**src/rtl/alu_div_pkg.sv**
```systemverilog
// Shared definitions for the sequential signed divider: default width and FSM state encoding.
package alu_div_pkg;

  localparam int DIV_WIDTH = 32;

  typedef enum logic [1:0] {
    ST_IDLE = 2'd0,
    ST_DIV  = 2'd1,
    ST_FIX  = 2'd2,
    ST_DONE = 2'd3
  } div_state_t;

endpackage

```
**src/rtl/alu_div_step.sv**
```systemverilog
// One combinational non-restoring division step on the {P,A} pair against divisor magnitude B.
module alu_div_step #(
  parameter int WIDTH = 32
) (
  input  logic [WIDTH:0]   p,
  input  logic [WIDTH-1:0] a,
  input  logic [WIDTH-1:0] b,
  output logic [WIDTH:0]   p_next,
  output logic [WIDTH-1:0] a_next
);

  logic [WIDTH:0] p_shift;
  logic [WIDTH:0] b_ext;

  always_comb begin
    p_shift = {p[WIDTH-1:0], a[WIDTH-1]};
    b_ext   = {1'b0, b};
    // The sign of P survives the shift because |P| never exceeds B, so either sign may steer the step.
    if (p[WIDTH]) begin
      p_next = p_shift + b_ext;
    end else begin
      p_next = p_shift - b_ext;
    end
    a_next = {a[WIDTH-2:0], ~p_next[WIDTH]};
  end

endmodule

```
**src/rtl/alu_div.sv**
```systemverilog
// Sequential signed divider: one non-restoring step per cycle on operand magnitudes, then a sign fix-up.
// Result packs {remainder, quotient}; outputs hold until the next accepted start.
module alu_div
  import alu_div_pkg::*;
#(
  parameter int WIDTH = DIV_WIDTH
) (
  input  logic               clock,
  input  logic               clear,
  input  logic               start,
  input  logic [WIDTH-1:0]   dividend,
  input  logic [WIDTH-1:0]   divisor,
  output logic               busy,
  output logic               done,
  output logic               dbz,
  output logic [WIDTH-1:0]   quotient,
  output logic [WIDTH-1:0]   remainder,
  output logic [2*WIDTH-1:0] result
);

  localparam int CW = $clog2(WIDTH);
  localparam logic [CW-1:0] LAST_STEP = CW'(WIDTH - 1);

  div_state_t state;
  div_state_t next_state;

  logic [CW-1:0]    count;
  logic [WIDTH:0]   p_reg;
  logic [WIDTH-1:0] a_reg;
  logic [WIDTH-1:0] b_reg;
  logic             q_neg;
  logic             r_neg;

  logic [WIDTH:0]   p_next;
  logic [WIDTH-1:0] a_next;
  logic [WIDTH:0]   p_fix;
  logic             accept;
  logic             div_zero;

  alu_div_step #(.WIDTH(WIDTH)) u_step (
    .p      (p_reg),
    .a      (a_reg),
    .b      (b_reg),
    .p_next (p_next),
    .a_next (a_next)
  );

  assign accept   = (state == ST_IDLE) && start;
  assign div_zero = (divisor == '0);
  assign p_fix    = p_reg[WIDTH] ? (p_reg + {1'b0, b_reg}) : p_reg;
  assign result   = {remainder, quotient};

  always_ff @(posedge clock or posedge clear) begin
    if (clear) begin
      state <= ST_IDLE;
    end else begin
      state <= next_state;
    end
  end

  always_comb begin
    next_state = state;
    case (state)
      ST_IDLE: if (start) next_state = div_zero ? ST_DONE : ST_DIV;
      ST_DIV:  if (count == LAST_STEP) next_state = ST_FIX;
      ST_FIX:  next_state = ST_DONE;
      ST_DONE: next_state = ST_IDLE;
      default: next_state = ST_IDLE;
    endcase
  end

  always_comb begin
    busy = (state == ST_DIV) || (state == ST_FIX);
    done = (state == ST_DONE);
  end

  // Working registers and visible outputs are kept apart so outputs only move at FIX or a zero-divisor accept.
  always_ff @(posedge clock or posedge clear) begin
    if (clear) begin
      count     <= '0;
      p_reg     <= '0;
      a_reg     <= '0;
      b_reg     <= '0;
      q_neg     <= 1'b0;
      r_neg     <= 1'b0;
      dbz       <= 1'b0;
      quotient  <= '0;
      remainder <= '0;
    end else begin
      case (state)
        ST_IDLE: begin
          if (accept) begin
            a_reg <= dividend[WIDTH-1] ? -dividend : dividend;
            b_reg <= divisor[WIDTH-1] ? -divisor : divisor;
            r_neg <= dividend[WIDTH-1];
            q_neg <= dividend[WIDTH-1] ^ divisor[WIDTH-1];
            p_reg <= '0;
            count <= '0;
            if (div_zero) begin
              dbz       <= 1'b1;
              quotient  <= '1;
              remainder <= dividend;
            end
          end
        end
        ST_DIV: begin
          p_reg <= p_next;
          a_reg <= a_next;
          count <= count + CW'(1);
        end
        ST_FIX: begin
          p_reg     <= p_fix;
          dbz       <= 1'b0;
          quotient  <= q_neg ? -a_reg : a_reg;
          remainder <= r_neg ? -p_fix[WIDTH-1:0] : p_fix[WIDTH-1:0];
        end
        default: begin
        end
      endcase
    end
  end

endmodule

```
**config.mk**
```make
export PLATFORM = sky130hd
export DESIGN_NAME = alu_div
export DESIGN_NICKNAME = d
export VERILOG_FILES = /design/src/rtl/alu_div_pkg.sv /design/src/rtl/alu_div_step.sv /design/src/rtl/alu_div.sv
export SDC_FILE = /design/constraint.sdc
export NUM_CORES = 1
export LEC_CHECK = 0
export CAP_MARGIN = 20
export CORE_ASPECT_RATIO = 1.25
export CORE_MARGIN = 3
export CORE_UTILIZATION = 25
export CTS_CLUSTER_SIZE = 12
export DETAILED_ROUTE_END_ITERATION = 7
export SKIP_LAST_GASP = 1
export SLEW_MARGIN = 20
export SYNTH_ARGS = -nofsm -noshare
export SYNTH_HDL_FRONTEND = slang
export SYNTH_SLANG_ARGS = --single-unit
```
**constraint.sdc**
```tcl
create_clock -name clock -period 11.95 [get_ports clock]
set_clock_uncertainty 0.05 [all_clocks]
set_input_delay 2.39 -clock clock [delete_from_list [all_inputs] [get_ports clock]]
set_output_delay 2.39 -clock clock [all_outputs]
set_load 0.05 [all_outputs]
```
==> reports/metrics.yaml <==
grt.busiest_layer: "met2"
critPathTopFamily: "simple AND/OR/NAND/NOR gates"
clock_latency_ps: 450
synth_cell_type_count: 87
fmax_mhz: 149
numCtsBuffers: 17
cap_violations: 0
holdPathEnd: "count[4]"
crit_path_cell_trace: "clkdlybuf4s50_1, nor4_1, nand4_1, or4_1, nand2b_1, nand4bb_1, o21ai_4, buf_4, nand2_1, or3_1, nand3_1"
dieArea_sq_um: 62300
grt_pass1_vias: 13200
setup_viol: 0
ant_nets: 0
die_w_um: 224
clockBufferDepth: 2
initial_utilization_pct: 25.3
met3_usage_pct: 2.16
vias: 13800
hold_start: "count[4]"
yosysWarnings: 0
holdCritPathClass: "flop to flop"
critPathBufInv: 2
hold_buffers: 0
finalHoldViolations: 0
antenna_found_initial: 1
drive_gt1_share_pct: 4.89
post-route-period-util_pct: 56.2
nets: 2077
cts_tree: "yes"
drc: 0
antenna_cells: 0
rsz0062_at_grt: "no"
routedWlPerCell_um: 17.5
clk_pin_slew_ps: 80
largest_reg_flops: 33
hpwl_um: 36700
netlist_instances: 1856
syn_to_final_growth_pct: 19.1
slew_headroom_pct: 25.4
cts.sinks: 171
endpoint_kind: "flop"
track_usage_pct: 15.0
worst_pin_slew_ps: 1110
synth_nets: 2002
r2r_slack_ps: 6160
rows: 99
htree_levels: 4
yosysSeqAreaShare_pct: 28.9
syn_avg_cell_area_sq_um: 7.99
critical_path_class: "input port to flop"
synth-async-reset-ratio_pct: 100
r2r_end: "p_reg[32]"
cts_setup_buffers: 0
grt_overflow: 0
r2r-start: "b_reg[2]"
grt_start_max_net_pins: 108
drt-pass1-iter-count: 5
dominantRegCellSynth: "dfrtp_1"
cp_max_fo: 68
portBuffers: 197
place.gp.congestion: 0.875
syn_area_sq_um: 14800
synth-edff-count: 0
finalHoldWorstSlack_ps: 452
use_met2_pct: 24.6
first_iter_violations: 871
crit_path_start_kind: "input port"
grt_pass1_wl_um: 74800
slowest_stage: "nor4_1"
tns_ps: 0
cpPeakStageDelay_ps: 790
drt_wl_total_um: 47100
slew_violations: 0
grt_util_met1_pct: 20.4
ioPinCount: 198
cp.arrival_ps: 7060
viasPerCell: 5.13
ys_seq_elements: 171
final_core_util_pct: 30.2
die_y_um: 278
period_needed_ps: 6720
min_path_cells: 2
required_ps: 12290
cts_resized: 0
status: "completed"
root_buffer: "clkbuf_16"
core-area_sq_um: 58600
rr_worst_depth: 19
## worst max path at each step
stage | startpoint | to | slack, ps | depth (start not counted)
2_1_floorplan | clear | a_reg[0] | 4880 | 1
3_3_place_gp | divisor[2] | remainder[28] | 4800 | 11
3_5_place_dp | divisor[2] | remainder[28] | 4750 | 11
4_1_cts | divisor[2] | remainder[28] | 5250 | 11
5_1_grt | divisor[2] | remainder[28] | 4900 | 11
6_report | divisor[2] | remainder[28] | 5230 | 11
## synth_stat cells (14+ instances only)
master	instances	area (sq um)
dfrtp_1	171	4280
a31oi_1	35	219
clkbuf_1	71	267
o31ai_1	42	315
nor2_1	187	702
nand3_1	25	125
xor2_1	120	1050
nand2_1	174	653
or3_1	28	175
mux2i_1	31	310
a21oi_1	182	911
xnor2_1	59	517
o21ai_0	159	796
nor3_1	30	150
a22oi_1	17	128
or4_1	19	143
ha_1	77	963
nand4_1	14	87.6
a21o_1	28	210
buf_4	64	480
inv_1	45	169
nand2b_1	15	93.8
nor2b_1	19	119
## routing by layer
| metal | share of wire, % | vias to the layer above |
|---|---|---|
| li1 | - | 6849 |
| met3 | 5.7 | 61 |
| met5 | 0 | - |
| met4 | 2.6 | 0 |
| met2 | 46 | 438 |
| met1 | 46 | 6498 |
## per-stage QoR
stage	setup WS [ps]	cell area [sq um]	std cells
2_1_floorplan	4880	14800	1856
3_3_place_gp	4800	17100	2668
3_5_place_dp	4750	17100	2668
4_1_cts	5250	17600	2700
5_1_grt	4900	17700	2701
6_report	5230	17700	2701
## cells by family (layout without fill, tap and decap cells)
family	Yosys count	in the layout	synth area share, %
AOI/OAI and AO/OA	601	601	25.2
and+or+nand+nor	584	584	18.9
buffers and inverters	200	288	6.73
xor gates and xnor gates	179	179	10.6
DFF	171	171	28.9
adders and majority gates	79	79	6.77
muxes	42	42	2.95
## layout make-up
| type | instances | area, sq um |
|---|---|---|
| clock inverters | 15 | 148 |
| flip-flops and latches | 171 | 4280 |
| repair buffers | 210 | 2090 |
| well taps | 757 | 947 |
| fillers | 6257 | 40900 |
| multi-input cells | 1485 | 9600 |
| inverters | 46 | 178 |
| clock buffers | 17 | 425 |
## layout by cell type, fill, tap and decap left out, drive strengths merged, types with 12 or more instances in the layout
cell	Yosys	routed
clkdlybuf4s50	0	197
nor2	187	187
a21oi	182	182
nand2	174	174
dfrtp	171	171
o21ai	169	169
xor2	120	120
ha	77	77
xnor2	59	59
inv	45	55
o31ai	43	43
a31oi	35	35
mux2i	31	31
nor3	31	31
a21o	28	28
or3	28	28
nand3	25	25
or4	24	24
nor2b	19	19
a22oi	17	17
clkbuf	71	17
nand2b	15	15
o41ai	15	15
nand4	14	14
nor4	14	14
and3	13	13
a211oi	13	13
buf	83	13
o21a	12	12
## worst register-to-register path, cell delays in order, from the launching register on
cell and delay, ps:
dfrtp_1 470, or3_1 410, or3_1 360, nor3b_1 370, and2_1 230, nor2b_1 330
a31oi_1 150, xor2_1 170, ha_1 350, a21o_1 200, a21o_1 190, a21o_1 180
a21o_1 170, a21o_1 190, nand3_1 80, nand2_1 80, a211oi_1 340, nor2_1 140
a311oi_1 960, a32o_1 290
Power is left out: the tool's default activity adds up to more than one toggle a clock period on the data nets, which glitch-free logic cannot reach.
